===== config.mk =====
export PLATFORM = sky130hd
export DESIGN_NAME = des_perm_pipe
export DESIGN_NICKNAME = d
export VERILOG_FILES = /design/src/rtl/des_pkg.sv /design/src/rtl/des_perm_net.sv /design/src/rtl/des_perm_pipe.sv
export SDC_FILE = /design/constraint.sdc
export NUM_CORES = 1
export LEC_CHECK = 0
export ABC_AREA = 1
export CAP_MARGIN = 25
export CORE_AREA = 2 2 95 143
export DETAILED_ROUTE_END_ITERATION = 7
export DIE_AREA = 0 0 97 145
export PLACE_DENSITY_LB_ADDON = 0.08
export RECOVER_POWER = 25
export SKIP_CTS_REPAIR_TIMING = 1
export SLEW_MARGIN = 0
export SYNTH_ARGS = -nofsm -noshare
export SYNTH_HDL_FRONTEND = slang
export SYNTH_SLANG_ARGS = --single-unit

===== constraint.sdc =====
create_clock -name clk -period 2.75 [get_ports clk]
set_input_delay 0.275 -clock clk [delete_from_list [all_inputs] [get_ports clk]]
set_output_delay 0.275 -clock clk [all_outputs]
set_load 0.03 [all_outputs]

===== src/rtl/des_pkg.sv =====
// Shared DES permutation constants: IP table, derived FP table, mode encoding.
// Used by des_perm_net and des_perm_pipe.
package des_pkg;

    localparam int BLOCK_W = 64;
    localparam int HALF_W  = 32;

    typedef enum logic [1:0] {
        MODE_IP  = 2'b00,
        MODE_FP  = 2'b01,
        MODE_BYP = 2'b10,
        MODE_ILL = 2'b11
    } mode_e;

    // Entry n names the source bit for result bit n, both in DES 1-based numbering.
    typedef int unsigned perm_tab_t [1:64];

    localparam perm_tab_t IP_TAB = '{
        58, 50, 42, 34, 26, 18, 10, 2,
        60, 52, 44, 36, 28, 20, 12, 4,
        62, 54, 46, 38, 30, 22, 14, 6,
        64, 56, 48, 40, 32, 24, 16, 8,
        57, 49, 41, 33, 25, 17,  9, 1,
        59, 51, 43, 35, 27, 19, 11, 3,
        61, 53, 45, 37, 29, 21, 13, 5,
        63, 55, 47, 39, 31, 23, 15, 7
    };

    function automatic perm_tab_t invert_tab(input perm_tab_t t);
        perm_tab_t r;
        for (int unsigned n = 1; n <= 64; n++) begin
            r[t[n]] = n;
        end
        return r;
    endfunction

    localparam perm_tab_t FP_TAB = invert_tab(IP_TAB);

endpackage


===== src/rtl/des_perm_net.sv =====
// Combinational DES permutation network: IP, FP (= IP^-1) or bypass.
// Build option DES_PERM_SWAP_EN adds a swap input for the R16L16 half swap ahead of FP.
module des_perm_net
    import des_pkg::*;
(
    input  logic [BLOCK_W-1:0] data,
    input  mode_e              mode,
`ifdef DES_PERM_SWAP_EN
    input  logic               swap,
`endif
    output logic [BLOCK_W-1:0] result
);

    logic [BLOCK_W-1:0] src;

    always_comb begin
        src = data;
`ifdef DES_PERM_SWAP_EN
        if (swap && mode == MODE_FP) begin
            src = {data[HALF_W-1:0], data[BLOCK_W-1:HALF_W]};
        end
`endif
        result = src;
        // Bit n of the DES tables lives at vector index n-1.
        case (mode)
            MODE_IP: begin
                for (int n = 1; n <= BLOCK_W; n++) begin
                    result[n-1] = src[IP_TAB[n]-1];
                end
            end
            MODE_FP: begin
                for (int n = 1; n <= BLOCK_W; n++) begin
                    result[n-1] = src[FP_TAB[n]-1];
                end
            end
            default: result = src;
        endcase
    end

endmodule


===== src/rtl/des_perm_pipe.sv =====
// Pipelined, valid/ready DES permutation unit with flush and illegal-mode drop.
// Build option DES_PERM_SWAP_EN adds the in_swap port (half swap before FP).
module des_perm_pipe
    import des_pkg::*;
#(
    parameter int STAGES = 2,
    parameter int TAG_W  = 4
) (
    input  logic               clk,
    input  logic               reset,
    input  logic               flush,
    input  logic               in_valid,
    output logic               in_ready,
    input  logic [BLOCK_W-1:0] in_data,
    input  logic [1:0]         in_mode,
`ifdef DES_PERM_SWAP_EN
    input  logic               in_swap,
`endif
    input  logic [TAG_W-1:0]   in_tag,
    output logic               out_valid,
    input  logic               out_ready,
    output logic [HALF_W-1:0]  left_out,
    output logic [HALF_W-1:0]  right_out,
    output logic [TAG_W-1:0]   out_tag,
    output logic               mode_err,
    output logic               busy
);

    mode_e              mode;
    logic [BLOCK_W-1:0] perm_res;
    logic               accept;
    logic [STAGES:1]    v;
    logic [STAGES:1]    rdy;
    logic [BLOCK_W-1:0] data_q [1:STAGES];
    logic [TAG_W-1:0]   tag_q  [1:STAGES];

    assign mode = mode_e'(in_mode);

    des_perm_net u_net (
        .data   (in_data),
        .mode   (mode),
`ifdef DES_PERM_SWAP_EN
        .swap   (in_swap),
`endif
        .result (perm_res)
    );

    // rdy[k] means stage k may load this cycle: it is empty or its content moves on.
    always_comb begin : ready_chain
        logic downstream;
        downstream = out_ready;
        for (int k = STAGES; k >= 1; k--) begin
            rdy[k]     = !v[k] || downstream;
            downstream = rdy[k];
        end
    end

    assign in_ready = rdy[1] && !flush && !reset;
    assign accept   = in_valid && in_ready;

    always_ff @(posedge clk) begin
        if (reset) begin
            v        <= '0;
            mode_err <= 1'b0;
        end else begin
            // Illegal blocks are consumed but never occupy a stage.
            mode_err <= accept && (mode == MODE_ILL);
            if (flush) begin
                v <= '0;
            end else begin
                if (rdy[1]) begin
                    v[1] <= accept && (mode != MODE_ILL);
                end
                for (int k = 2; k <= STAGES; k++) begin
                    if (rdy[k]) begin
                        v[k] <= v[k-1];
                    end
                end
            end
        end
    end

    // NOTE: payload registers carry no reset; every consumer qualifies them with a valid bit.
    always_ff @(posedge clk) begin
        if (rdy[1]) begin
            data_q[1] <= perm_res;
            tag_q[1]  <= in_tag;
        end
        for (int k = 2; k <= STAGES; k++) begin
            if (rdy[k]) begin
                data_q[k] <= data_q[k-1];
                tag_q[k]  <= tag_q[k-1];
            end
        end
    end

    assign out_valid = v[STAGES];
    assign left_out  = data_q[STAGES][BLOCK_W-1:HALF_W];
    assign right_out = data_q[STAGES][HALF_W-1:0];
    assign out_tag   = tag_q[STAGES];
    assign busy      = |v;

endmodule


==> results.cfg, run 1 <==
[die]
dieWidth_um = 97
core_area_um2 = 12800
die_area_um2 = 14100
start_util_pct = 42.4
rows = 51
die_y_um = 145
io_pins = 147

[drt]
drc = 0
wl_per_cell_um = 15.7
via_per_inst = 5.10
dr.pass1.iters = 5
postRouteAntennaNets = 0
drtIter0Drc = 211
totalWireLength_um = 11700
vias = 3805

[final_layout]
final_area_um2 = 7620
final-instance-count-excl-fill = 746
syn_to_final_growth_pct = 40.0
regArea_um2 = 4140
drive_gt1_share_pct = 7.33
nets = 649
multi_input_area_um2 = 1150
nFillCells = 1055
antenna_cells = 0

[global_route]
grt_pass1_wl_um = 18400
grt_pass1_vias = 3691
antenna_found_initial = 0
use_met3_pct = 5.97
track_usage_pct = 17.0
grt_use_met1_pct = 18.1
grt_max_degree = 70
top_usage_layer = met2
grt.met2_usage_pct = 29.9
gr-total-overflow = 0

[timing]
setup_violations = 0
period_needed_ns = 1.95
period_share_pct = 71.0
hold_violations = 0
fmax_ghz = 0.512
totalNegativeSetupSlack_ns = 0
rsz0062_at_grt = false
fin_skew_ns = 0.00528
maxSlewViolCount = 0
relSlewSlack_pct = 18.8
worstMarginPinSlew_ns = 1.22

[critical_path]
cp.arrival_ns = 1.68
r2r_setup_slack_ns = 1.18
slowest_stage = clkdlybuf4s50_1
critPathMaxFanout = 4
endpoint_kind = primary output
crit_type = flop to primary output
timing.rr.end = data_q[1][62]$_DFFE_PP_
r2r_cells = 2
crit_required_ns = 2.48
worstSetupEndpoint = busy
worstSetupStartpointType = flop
critical_path.startpoint = v[2]$_SDFFE_PP0P_
slowest_delay_ns = 0.66
reg2reg_from = v[2]$_SDFFE_PP0P_
worstPathCellList = or2_2 -> clkdlybuf4s50_1

[pwr]
ir_worst_vdd_mv = 0.475
comb_power_share_pct = 12.7
net-switching-power_mw = 1.30
p_leak_nw = 2.96
swShare_pct = 23.7
clock_power_share_pct = 40.0
seq_power_share_pct = 47.3
total_power_mw = 5.48
internal-power_mw = 4.18
power_density_nw_per_um2 = 719

[placement]
dp_cells = 714
place_congestion = 0.856
portBuffers = 146
placed_cell_area_um2 = 7050
hpwl_um = 7830

[synth]
synth_top_area_share_pct = 75.0
synth_cell_types = 14
synth_top_area_cell = edfxtp_1
synth_area_leaders = edfxtp_1 75%, nand3_1 11%, nand2_1 8.7%
synth_edf_count = 136
synth_area_um2 = 5440
synth_most_common_cell = edfxtp_1
synth_seq_cells = 139
ys.flop_type = edfxtp_1
synthTopCellsByCount = 136 x edfxtp_1, 126 x nand2_1, 122 x nand3_1
synth_nets = 502
ys_seq_area_share_pct = 76.1
syn_avg_cell_area_um2 = 12.7
synth_warnings = 0
async_flop_share_pct = 0
syn_inst = 427

[cts]
clockBufferDepth = 2
htree_levels = 4
clock_sinks = 139
cts_buffers = 17
clock_latency_ns = 0.41
cts_tree = done
cts-root-buf = clkbuf_16
clk_pin_slew_ns = 0.06

[outcome]
status = finished, final reports clean

[min_path]
hold_path.class = flop to flop
holdCritStartpoint = data_q[1][61]$_DFFE_PP_

[run]
maxCapViolations = 0
-- stage by stage --
step,util [%],setup slack [ns],hold slack (ns)
5_1_grt,59.4,0.724,0.417
3_3_place_gp,55.0,0.766,0.401
2_1_floorplan,-,0.274,0.374
3_5_place_dp,55.0,0.733,0.405
6_report,59.4,0.797,0.411
4_1_cts,59.5,0.767,0.398
-- power groups by stage --
stage	Sequential [mW]	Combinational (mW)	Clock [mW]
floorplan	2.82	0.152	0
detailed placement	2.64	0.701	0
global route	2.61	0.741	2.33
CTS	2.59	0.703	2.24
global placement	2.63	0.694	0
finish	2.59	0.696	2.19
-- cell type report --
cell class	instances	area share (%)
clock buffers	19	5.68
well taps	159	2.61
inverters	6	0.296
clock inverters	13	1.89
repair buffers	154	20.1
flip-flops and latches	139	54.4
multi-input cells	256	15.1
-- critical path: cells and delay by family (launching register included) --
family / cells / cell delay (ns)
buf+inv: 1 / 0.66
flops: 1 / 0.46
simple gates: 1 / 0.16
-- worst min path at each step --
| stage | endpoint | slack [ns] | cells past startpoint |
|---|---|---|---|
| detailed placement | data_q[2][22]$_DFFE_PP_ | 0.40 | 0 |
| global placement | data_q[2][32]$_DFFE_PP_ | 0.40 | 0 |
| floorplan | data_q[1][21]$_DFFE_PP_ | 0.37 | 0 |
| finish | data_q[2][61]$_DFFE_PP_ | 0.41 | 0 |
| CTS | tag_q[1][0]$_DFFE_PP_ | 0.40 | 1 |
| global route | data_q[2][19]$_DFFE_PP_ | 0.42 | 0 |
-- placed cells by master, fill, tap and decap left out, types with 2 or more instances in the layout --
master             n
dfxtp_1            3
clkbuf_1           4
edfxtp_1         136
clkinvlp_4         4
nand2_1          125
dlygate4sd3_1      6
a21oi_1            2
inv_1              5
bufinv_16          2
clkinv_4           2
inv_6              3
clkbuf_16         17
buf_4              4
nor2_1             2
clkdlybuf4s50_1  138
buf_12             2
nand3_1          121
clkinv_2           2
-- state kept, by name, summed over array words and instances (netlist names) --
signal,cells
data_q,128
mode_err,1
tag_q,8
v,2
-- metal layers --
metal / share of wire [%] / vias up
met5: 0 / -
met4: 2.6 / 0
met3: 7.3 / 19
met2: 54 / 151
met1: 36 / 1813
li1: - / 1822
-- cells by family after synthesis --
family / count (synthesis) / share of synthesized area, %
and+or+nand+nor: 252 / 20.4
DFF: 139 / 76.1
AOI/OAI and AO/OA: 4 / 0.368
buffers and inverters: 32 / 3.13
Power figures use the tool's default switching activity.
==> run 2: changes to the inputs <==
Clock period 2.75 ns to 1.75 ns, I/O delays scaled along.
==> results.cfg, run 2 (synthesized netlist as in run 1, its figures left out) <==
[final_layout]
max_flop_register = data_q
antenna_cells = 0
largest_reg_flops = 128
final_area_um2 = 7690
top_regs = data_q x128, tag_q x8, v x2
syn_to_final_growth_pct = 41.2
layout_common_cells = 136 x edfxtp_1, 136 x clkdlybuf4s50_1, 125 x nand2_1
drive_gt1_share_pct = 8.15
nets = 651

[die]
rows = 51
start_util_pct = 42.4
core_area_um2 = 12800
io_pins = 147
die_y_um = 145
die_area_um2 = 14100
dieWidth_um = 97

[timing]
setup_violations = 0
worstMarginPinSlew_ns = 0.753
hold_violations = 0
fmax_ghz = 0.608
period_needed_ns = 1.64
hold_slack_ns = 0.331
relSlewSlack_pct = 49.8
period_share_pct = 94.0
maxSlewViolCount = 0
fin_skew_ns = 0.00665
rsz0062_at_grt = false

[critical_path]
worstSetupStartpointType = flop
reg2reg_from = v[2]$_SDFFE_PP0P_
r2r_setup_slack_ns = 0.22
r2r_cells = 2
crit_buf_inv = 1
cp.depth = 1
timing.rr.end = data_q[1][15]$_DFFE_PP_
crit_type = flop to primary output
cp.arrival_ns = 1.47
path_delay_family = buffers and inverters
endpoint_kind = primary output
crit_required_ns = 1.57
critPathMaxFanout = 1
worstPathCellList = clkdlybuf4s50_1
slowest_stage = clkdlybuf4s50_1
slowest_delay_ns = 0.69

[placement]
placed_cell_area_um2 = 7100
place_congestion = 0.884
portBuffers = 146
hpwl_um = 7830

[drt]
drtIter0Drc = 186
dr.pass1.iters = 6
totalWireLength_um = 11500
vias = 3824
wl_per_cell_um = 15.4
via_per_inst = 5.11
drc = 0
postRouteAntennaNets = 0

[pwr]
total_power_mw = 8.89
ir_worst_vdd_mv = 0.672
seq_power_share_pct = 45.7
power_density_nw_per_um2 = 1160
comb_power_share_pct = 12.4
p_leak_nw = 3.02
net-switching-power_mw = 2.04
internal-power_mw = 6.85
swShare_pct = 22.9
clock_power_share_pct = 41.9

[cts]
clockBufferDepth = 2
clock_latency_ns = 0.41
cts_buffers = 17
htree_levels = 4
clk_pin_slew_ns = 0.06
cts-root-buf = clkbuf_16
clock_sinks = 139
cts_tree = done

[global_route]
grt_pass1_vias = 3810
grt_max_degree = 63
track_usage_pct = 16.9
grt_pass1_wl_um = 18500
antenna_found_initial = 0
gr-total-overflow = 0

[min_path]
holdCritStartpoint = in_mode[0]
hold_path.class = primary input to flop
min_delay_path_depth = 4
hold_path_end = data_q[1][54]$_DFFE_PP_

[run]
maxCapViolations = 0

[outcome]
status = finished, final reports clean
## run 2: cell types whose count changed in the layout (fill, tap and decap cells not counted), moves of 2 or more
cell	delta
clkbuf_2	+3
clkdlybuf4s50_1	-2
bufinv_16	+2
clkbuf_1	-2
## run 2: area by class of cell
class	count	area [um^2]
repair buffers	156	1560
fillers	1066	5140
well taps	159	199
clock inverters	14	195
flip-flops and latches	139	4150
multi-input cells	256	1140
clock buffers	18	429
inverters	6	22.5
## run 2: metal layers
layer / GRT usage (%) / up-vias / part of all wire (%)
met2: 30.2 / 179 / 54
met5: 0 / - / 0
met4: 7.82 / 0 / 2.1
met3: 5.83 / 21 / 7.4
li1: - / 1835 / -
met1: 17.5 / 1789 / 37
## run 2: per-stage QoR
step | setup TNS, ns | utilization, % | std cells | setup WS (ns)
finish | 0 | 59.9 | 748 | 0.105
global route | 0 | 59.9 | 748 | 0.0726
CTS | -0.0872 | 60.2 | 748 | -0.0872
detailed placement | 0 | 55.3 | 716 | 0.258
global placement | 0 | 55.1 | 715 | 0.170
floorplan | 0 | - | 427 | 0.109
## run 2: power groups by stage
stage	Combinational [mW]	Sequential [mW]	Clock, mW
after floorplan	0.241	4.42	0
after detailed placement	1.11	4.14	0
after global placement	1.08	4.13	0
after global routing	1.17	4.09	3.95
final	1.10	4.06	3.73
after CTS	1.11	4.07	3.80
## run 2: worst max path at each step
| stage | start | endpoint | slack [ns] |
|---|---|---|---|
| global placement | in_mode[1] | data_q[1][35]$_DFFE_PP_ | 0.17 |
| global route | v[2]$_SDFFE_PP0P_ | out_valid | 0.07 |
| floorplan | v[2]$_SDFFE_PP0P_ | in_ready | 0.11 |
| detailed placement | in_mode[1] | data_q[1][31]$_DFFE_PP_ | 0.26 |
| finish | data_q[2][31]$_DFFE_PP_ | right_out[31] | 0.11 |
| CTS | v[1]$_SDFFE_PP0P_ | busy | -0.09 |
